==> src/rtl/bcd_seg_display_pkg.sv <==
// Shared definitions for the BCD seven-segment display stage: segment patterns,
// FSM state encoding and the counter-width helper.
package display_pkg;

  // Active-low patterns, bit order gfedcba
  localparam logic [6:0] SEG_0     = 7'b1000000;
  localparam logic [6:0] SEG_1     = 7'b1111001;
  localparam logic [6:0] SEG_2     = 7'b0100100;
  localparam logic [6:0] SEG_3     = 7'b0110000;
  localparam logic [6:0] SEG_4     = 7'b0011001;
  localparam logic [6:0] SEG_5     = 7'b0010010;
  localparam logic [6:0] SEG_6     = 7'b0000010;
  localparam logic [6:0] SEG_7     = 7'b1111000;
  localparam logic [6:0] SEG_8     = 7'b0000000;
  localparam logic [6:0] SEG_9     = 7'b0010000;
  localparam logic [6:0] SEG_BLANK = 7'b1111111;

  typedef enum logic [1:0] {
    IDLE  = 2'd0,
    SHIFT = 2'd1,
    DONE  = 2'd2
  } state_e;

  function automatic int cnt_bits(input int n);
    return (n <= 2) ? 1 : $clog2(n);
  endfunction

endpackage

==> src/rtl/bcd_seg_display_if.sv <==
// Value/segment bundle between the press counter and the display stage.
interface bcd_seg_display_if #(
    parameter int WIDTH  = 10,
    parameter int DIGITS = 4
);
    logic [WIDTH-1:0]    value;
    logic [7*DIGITS-1:0] hex;
    logic                busy;

    modport master (output value, input hex, input busy);
    modport slave  (input value, output hex, output busy);
endinterface

==> src/rtl/bcd_seg_display_seg7_encode.sv <==
// One BCD digit to seven segments, with blanking and selectable polarity.
module seg7_encode
    import display_pkg::*;
(
    input  logic [3:0] digit_i,
    input  logic       blank_i,
    input  logic       active_low_i,
    output logic [6:0] seg_o
);
    logic [6:0] pat;

    always_comb begin
        pat = SEG_BLANK;
        if (!blank_i) begin
            case (digit_i)
                4'd0:    pat = SEG_0;
                4'd1:    pat = SEG_1;
                4'd2:    pat = SEG_2;
                4'd3:    pat = SEG_3;
                4'd4:    pat = SEG_4;
                4'd5:    pat = SEG_5;
                4'd6:    pat = SEG_6;
                4'd7:    pat = SEG_7;
                4'd8:    pat = SEG_8;
                4'd9:    pat = SEG_9;
                default: pat = SEG_BLANK;
            endcase
        end
        seg_o = active_low_i ? pat : ~pat;
    end
endmodule

==> src/rtl/bcd_seg_display.sv <==
// Binary-to-BCD display stage: sequential double-dabble conversion whenever the
// input differs from the last converted value, then registered segment drives.
module bcd_seg_display
    import display_pkg::*;
#(
    parameter int WIDTH          = 10,
    parameter int DIGITS         = 4,
    parameter bit BLANK_LZ       = 1'b1,
    parameter bit SEG_ACTIVE_LOW = 1'b1
) (
    input  logic          clock,
    input  logic          reset,
    bcd_seg_display_if.slave bus
);
    localparam int CNT_W = cnt_bits(WIDTH);
    localparam int SCR_W = 4 * DIGITS;
    localparam logic [6:0]          SEG_OFF = SEG_ACTIVE_LOW ? 7'h7F : 7'h00;
    localparam logic [7*DIGITS-1:0] HEX_OFF = {DIGITS{SEG_OFF}};

    state_e              state_q, state_d;
    logic [CNT_W-1:0]    cnt_q, cnt_d;
    logic [WIDTH-1:0]    shift_q, shift_d;
    logic [WIDTH-1:0]    shown_q, shown_d;
    logic                shown_valid_q, shown_valid_d;
    logic [SCR_W-1:0]    scratch_q, scratch_d;
    logic [SCR_W-1:0]    digits_q, digits_d;
    logic [7*DIGITS-1:0] hex_q, hex_d;
    logic                busy_q, busy_d;

    logic [SCR_W-1:0]    adjusted;
    logic [DIGITS-1:0]   blank;
    logic [7*DIGITS-1:0] enc_hex;

    always_comb begin
        logic [3:0] nib;
        adjusted = '0;
        for (int k = 0; k < DIGITS; k++) begin
            nib = scratch_q[4*k +: 4];
            adjusted[4*k +: 4] = (nib >= 4'd5) ? nib + 4'd3 : nib;
        end
    end

    // A digit is blanked only while every digit above it is also zero
    always_comb begin
        logic lead;
        blank = '0;
        lead  = BLANK_LZ;
        for (int k = DIGITS - 1; k > 0; k--) begin
            lead     = lead && (scratch_q[4*k +: 4] == 4'd0);
            blank[k] = lead;
        end
    end

    for (genvar g = 0; g < DIGITS; g++) begin : g_digit
        seg7_encode u_enc (
            .digit_i      (scratch_q[4*g +: 4]),
            .blank_i      (blank[g]),
            .active_low_i (SEG_ACTIVE_LOW),
            .seg_o        (enc_hex[7*g +: 7])
        );
    end

    always_comb begin
        state_d       = state_q;
        cnt_d         = cnt_q;
        shift_d       = shift_q;
        shown_d       = shown_q;
        shown_valid_d = shown_valid_q;
        scratch_d     = scratch_q;
        digits_d      = digits_q;
        hex_d         = hex_q;
        busy_d        = busy_q;
        case (state_q)
            IDLE: begin
                if (!shown_valid_q || (bus.value != shown_q)) begin
                    shift_d   = bus.value;
                    shown_d   = bus.value;
                    scratch_d = '0;
                    cnt_d     = '0;
                    busy_d    = 1'b1;
                    state_d   = SHIFT;
                end
            end
            SHIFT: begin
                // Top bit shifted out of the scratch cannot be set for legal parameters
                {scratch_d, shift_d} = {adjusted, shift_q} << 1;
                cnt_d = cnt_q + 1'b1;
                if (cnt_q == CNT_W'(WIDTH - 1)) begin
                    state_d = DONE;
                end
            end
            DONE: begin
                digits_d      = scratch_q;
                hex_d         = enc_hex;
                shown_valid_d = 1'b1;
                busy_d        = 1'b0;
                state_d       = IDLE;
            end
            default: state_d = IDLE;
        endcase
    end

    always_ff @(posedge clock) begin
        if (!reset) begin
            state_q       <= IDLE;
            cnt_q         <= '0;
            shift_q       <= '0;
            shown_q       <= '0;
            shown_valid_q <= 1'b0;
            scratch_q     <= '0;
            digits_q      <= '0;
            hex_q         <= HEX_OFF;
            busy_q        <= 1'b0;
        end else begin
            state_q       <= state_d;
            cnt_q         <= cnt_d;
            shift_q       <= shift_d;
            shown_q       <= shown_d;
            shown_valid_q <= shown_valid_d;
            scratch_q     <= scratch_d;
            digits_q      <= digits_d;
            hex_q         <= hex_d;
            busy_q        <= busy_d;
        end
    end

    assign bus.hex  = hex_q;
    assign bus.busy = busy_q;
endmodule

==> src/flat_wrapper.sv <==
// flat-port wrapper written by rule: the top's interface ports become plain ports
module bcd_seg_display_flat import display_pkg::*;
#(
    parameter int WIDTH          = 10,
    parameter int DIGITS         = 4,
    parameter bit BLANK_LZ       = 1'b1,
    parameter bit SEG_ACTIVE_LOW = 1'b1
)
  (clock, reset, bus_value, bus_hex, bus_busy);
  bcd_seg_display_if #(.WIDTH(WIDTH), .DIGITS(DIGITS)) bus_i ();
  input  logic clock;
  input  logic reset;
  input wire logic [$bits(bus_i.value)-1:0] bus_value;
  output wire logic [$bits(bus_i.hex)-1:0] bus_hex;
  output wire logic [$bits(bus_i.busy)-1:0] bus_busy;
  assign bus_i.value = bus_value;
  assign bus_hex = bus_i.hex;
  assign bus_busy = bus_i.busy;
  bcd_seg_display #(.WIDTH(WIDTH), .DIGITS(DIGITS), .BLANK_LZ(BLANK_LZ), .SEG_ACTIVE_LOW(SEG_ACTIVE_LOW)) u_core (.clock(clock), .reset(reset), .bus(bus_i));
endmodule
==> config.mk <==
export PLATFORM = sky130hd
export DESIGN_NAME = bcd_seg_display_flat
export DESIGN_NICKNAME = d
export VERILOG_FILES = /design/src/rtl/bcd_seg_display_pkg.sv /design/src/rtl/bcd_seg_display_if.sv /design/src/rtl/bcd_seg_display_seg7_encode.sv /design/src/rtl/bcd_seg_display.sv /design/src/flat_wrapper.sv
export SDC_FILE = /design/constraint.sdc
export NUM_CORES = 1
export LEC_CHECK = 0
export CAP_MARGIN = 10
export CORE_UTILIZATION = 55
export DETAILED_ROUTE_END_ITERATION = 10
export PLACE_DENSITY = 0.84
export SLEW_MARGIN = 20
export SYNTH_ARGS = -nofsm -noshare
export SYNTH_HDL_FRONTEND = slang
export SYNTH_SLANG_ARGS = --single-unit
==> constraint.sdc <==
create_clock -name clock -period 4.51 [get_ports clock]
set_clock_uncertainty 0.15 [all_clocks]
set_input_delay 1.1275 -clock clock [delete_from_list [all_inputs] [get_ports clock]]
set_output_delay 1.1275 -clock clock [all_outputs]
set_load 0.02 [all_outputs]
Yosys cells after proc, flatten, opt, wreduce, memory -nomap -nowiden
Memory sizes are Yosys's and may differ from the RTL's. A register that Yosys moved wholly into a read port is not among the register bits.
Cells that the tools add are included.
{"block": "op_classes", "n_addsub": 5, "order_cmp": 4, "n_eq_ne": 6, "mux": 24, "n_reduce_logical": 15}
{"operator": "$mux 4", "count": 10}
{"operator": "$pmux 16 s2", "count": 1}
{"operator": "$mux 7", "count": 3}
{"operator": "$pmux 10 s2", "count": 1}
{"operator": "$ge 4x3->1 const B", "count": 4}
{"operator": "$mux 16", "count": 1}
{"operator": "$add 4x2->4 const B", "count": 3}
{"operator": "$logic_not 4->1", "count": 3}
{"operator": "$mux 10", "count": 1}
{"operator": "$ne 10x10->1", "count": 1}
{"operator": "$pmux 4 s2", "count": 1}
{"operator": "$reduce_and 2->1", "count": 4}
{"operator": "$add 4x1->4 const B", "count": 1}
{"operator": "$eq 4x4->1 const B", "count": 1}
{"operator": "$mux 2", "count": 2}
{"operator": "$ne 2x1->1 const B", "count": 2}
{"operator": "$pmux 2 s2", "count": 1}
{"operator": "$reduce_bool 2->1", "count": 2}
{"operator": "$add 3x2->3 const B", "count": 1}
{"operator": "$mux 3", "count": 1}
{"operator": "$eq 2x1->1 const B", "count": 1}
{"operator": "$eq 2x2->1 const B", "count": 1}
{"operator": "$logic_and 1x1->1", "count": 2}
{"operator": "$logic_not 1->1", "count": 2}
{"operator": "other kinds (4)", "count": 4}
{"block": "totals", "ff_bits": 72, "romBits": 448, "in_bits": 12, "memories": 4}
{"memory": "(no name shown)", "words": 16, "width": 7, "read_ports": 1, "rd_clocked_by_memory_dff": 1, "write_ports": 0, "line_no": "bcd_seg_display_seg7_encode.sv:15", "source": "case (digit_i)"}
{"memory": "(no name shown)", "words": 16, "width": 7, "read_ports": 1, "rd_clocked_by_memory_dff": 1, "write_ports": 0, "line_no": "bcd_seg_display_seg7_encode.sv:15"}
{"memory": "(no name shown)", "words": 16, "width": 7, "read_ports": 1, "rd_clocked_by_memory_dff": 1, "write_ports": 0, "line_no": "bcd_seg_display_seg7_encode.sv:15"}
{"memory": "(no name shown)", "words": 16, "width": 7, "read_ports": 1, "rd_clocked_by_memory_dff": 1, "write_ports": 0, "line_no": "bcd_seg_display_seg7_encode.sv:15"}

Longest topological paths before layout
{"block": "logic_depth", "depth_word": 6, "mapped_depth": 13, "ltp_nobuf": 13}

By module
Synthesis repeated with hierarchy kept, for this count alone.
{"block": "unflattened", "hier_cells": 596, "area_unflattened_um2": 4754.6}
{"module": "bcd_seg_display", "instances": 1, "cells_each": 372, "area_each_um2": 3138.0}
{"module": "seg7_encode", "instances": 4, "cells_each": 56, "area_each_um2": 404.1}

Worst setup path before layout
No wires, ideal clock.
{"block": "synth_timing", "path_type": "input -> register", "start": "input bus_value[1]", "end": "register with a tool-made name", "setup_ns": 0.069, "arrival_ns": 3.038, "required_time_ns": 4.291, "slack_ns": 1.254, "stages": 12, "cell_sequence": "xnor2_1 > nand4_4 > o41ai_4 > buf_6 > buf_6 > a22oi_1 > nand2b_1 > inv_1 > ha_1 > inv_1 > o211a_1 > o21ai_1"}
{"item": "start: declaration", "line_no": "flat_wrapper.sv:13", "source": "input wire logic [$bits(bus_i.value)-1:0] bus_value;"}

==> results.yml <==
route:
  num_vias: 4035
  wl_per_cell_um: 15.19
  drc: 0
  drt-vias-per-instance: 5.908
  drtPass1Iterations: 6
  wl_um: 10380
  first_iter_violations: 304
  ant_nets: 0
finish:
  fillers: 686
  instances_no_fill: 683
  area_growth_pct: 13.73
  multi_input_area_um2: 2531
  design_area_um2: 5315
  final_layout_size_suffix_gt1_share_pct: 7.266
  regArea_um2: 1862
  antenna_cells: 0
  final_nets: 616
  fin_util_pct: 64.69
run_status:
  outcome: "finished, final reports clean"
logic_synthesis:
  synth_seq_cells: 93
  synth-simple-area-share_pct: 19.38
  ys_top_cells_by_area: "dfxtp_1 (40%), ha_1 (8.3%), nor2_1 (5.1%), nand2_1 (5.0%), a21oi_1 (3.2%)"
  yosysUniqueCellTypes: 65
  synth_warnings: 0
  ys_async_sr_fraction_pct: 0
  synth-edff-count: 0
  avgSynthCellArea_um2: 8.512
  yosys-top-cells-count: "dfxtp_1 (93), nor2_1 (64), nand2_1 (62)"
  ys_seq_area_share_pct: 39.84
  syn_nets: 592
  synth_most_common_cell: "dfxtp_1"
  yosysTopAreaCell: "dfxtp_1"
  synth-xor-area-share_pct: 2.811
  synth_top_flop_cell: "dfxtp_1"
  synth_top_area_share_pct: 39.84
  synthAdderAreaFrac_pct: 8.300
  synthMuxAreaShare_pct: 0.9639
  syn_inst: 549
  synth-compound-area-share_pct: 22.70
  synth_top_family_by_area: "compound AO/OA/AOI/OAI gates"
  syn_area_um2: 4673
timing:
  hold_viol: 0
  rsz0062_at_grt: "false"
  worst_slack_ns: 0.8934
  period_share_pct: 80.19
  setup_viol: 0
  fmax_ghz: 0.2765
  finalCriticalPeriod_ns: 3.617
  worst_pin_slew_ns: 1.002
  slew-limit-headroom_pct: 33.05
  report.final.slew_viol_count: 0
  tns_ns: 0
  holdWs_ns: 0.2977
cts:
  cts_resized: 0
  cts_tree: "done"
  clk_latency_ns: 0.37
  clk_path_buf_depth: 2
  clock_sinks: 93
  cts_hold_buf: 0
  ctsHtreeMaxLevel: 3
  cts_root_buffer: "clkbuf_8"
  cts_setup_buffers: 0
  cts.clk_slew.worst_paths_ns: 0.10
  cts-buffers-inserted: 9
place:
  placed_area_um2: 5094
  dp_cells: 667
  dpl_worst_slack_ns: 0.4771
  portBuffers: 40
  dp_hpwl_um: 7265
  place_congestion: 0.8817
floorplanning:
  ios: 41
  dieArea_um2: 8870
  initial_core_util_pct: 56.88
  die_x_um: 94.18
  coreArea_um2: 8217
  core.rowCount: 33
  die_h_um: 94.18
grt:
  grt-ovfl-total: 0
  antenna_found_initial: 0
  first_global_vias: 3798
  grtUsageTotal_pct: 25.02
  grt_start_max_net_pins: 40
  grt_pass1_wl_um: 17460
worst_setup_path:
  arrival_ns: 3.72
  r2r_slack_ns: 1.22
  crit_fanout: 6
  path_class: "input pin to flip-flop"
  worst_setup_path_end_kind: "flip-flop"
  cp-start-kind: "input pin"
  cp.required_ns: 4.61
power:
  ir_drop_mv: 0.1459
  p_sw_mw: 0.3627
  p_comb_share_pct: 5.2
  powerDensity_nw_per_um2: 290.1
  switching_share_pct: 23.52
  p_int_mw: 1.179
  seq_power_share_pct: 54.8
  total_power_mw: 1.542
  leakage_nw: 2.149
  pwr-share-clk_pct: 40.0
run:
  cap_viol_max_count: 0
min_path:
  min_path_type: "flip-flop to flip-flop"
## cells in the final DEF (no fill, tap or decap), drive strengths merged, types with 4 or more instances in the layout
cell type,netlist,layout
nand4,6,6
nor4,6,6
o31ai,4,4
o211ai,6,6
clkdlybuf4s50,0,40
nand2b,13,13
xnor2,13,13
a22oi,7,7
buf,15,7
a21o,6,6
a211oi,10,10
o21ai,30,30
a222oi,9,9
clkbuf,19,9
inv,31,32
nor2,64,64
o22ai,15,15
nor3,14,14
a21oi,31,31
a31oi,4,4
nand3,10,10
dfxtp,93,93
ha,31,31
nand2,62,62
## area by class of cell
cell class | count | area share, %
clock inverters | 7 | 1.836
well taps | 105 | 2.472
flip-flops and latches | 93 | 35.03
inverters | 31 | 2.189
multi-input cells | 391 | 47.62
clock buffers | 9 | 2.331
repair buffers | 47 | 8.522
## final timing paths
| check | startpoint | to | depth (start not counted) |
|---|---|---|---|
| setup reg to reg | u_core.state_q[0] | flip-flop | 9 |
| setup / recovery | bus_value[4] | flip-flop | 12 |
| hold reg to reg | flip-flop | u_core.bus.hex[25] | 2 |
| hold / removal | flip-flop | u_core.bus.hex[25] | 2 |
## cells by family (layout without fill, tap and decap cells)
logic type | Yosys count | in the layout
DFF | 93 | 93
adders and majority gates | 31 | 31
xor gates and xnor gates | 15 | 15
AOI/OAI and AO/OA | 149 | 149
muxes | 4 | 4
buffers and inverters | 65 | 94
and+or+nand+nor | 192 | 192
## power by group through the flow
stage / sequential [mW] / clock [mW] / combinational, mW
detailed placement: 0.863 / 0 / 0.0805
finish: 0.844 / 0.617 / 0.0808
CTS: 0.844 / 0.623 / 0.0808
global placement: 0.863 / 0 / 0.0777
floorplan: 0.859 / 0 / 0.0566
global route: 0.846 / 0.654 / 0.0900
## critical path, cell delays in order
cell	delay, ns
clkdlybuf4s50_1	0.47
xnor2_1	0.24
nand4_2	0.25
nor4_1	0.36
a221oi_1	0.18
nor2_1	0.24
inv_1	0.11
ha_1	0.23
nor2b_1	0.13
a31oi_1	0.13
o211a_1	0.18
a21oi_1	0.06
## routing by layer
metal / GRT usage [%] / wire, um
met4: 8.974 / 138
met3: 4.693 / 571
met1: 31.44 / 4613
met5: 0 / 0
met2: 42.39 / 5055
No activity file was read; power rests on OpenSTA's default activity.
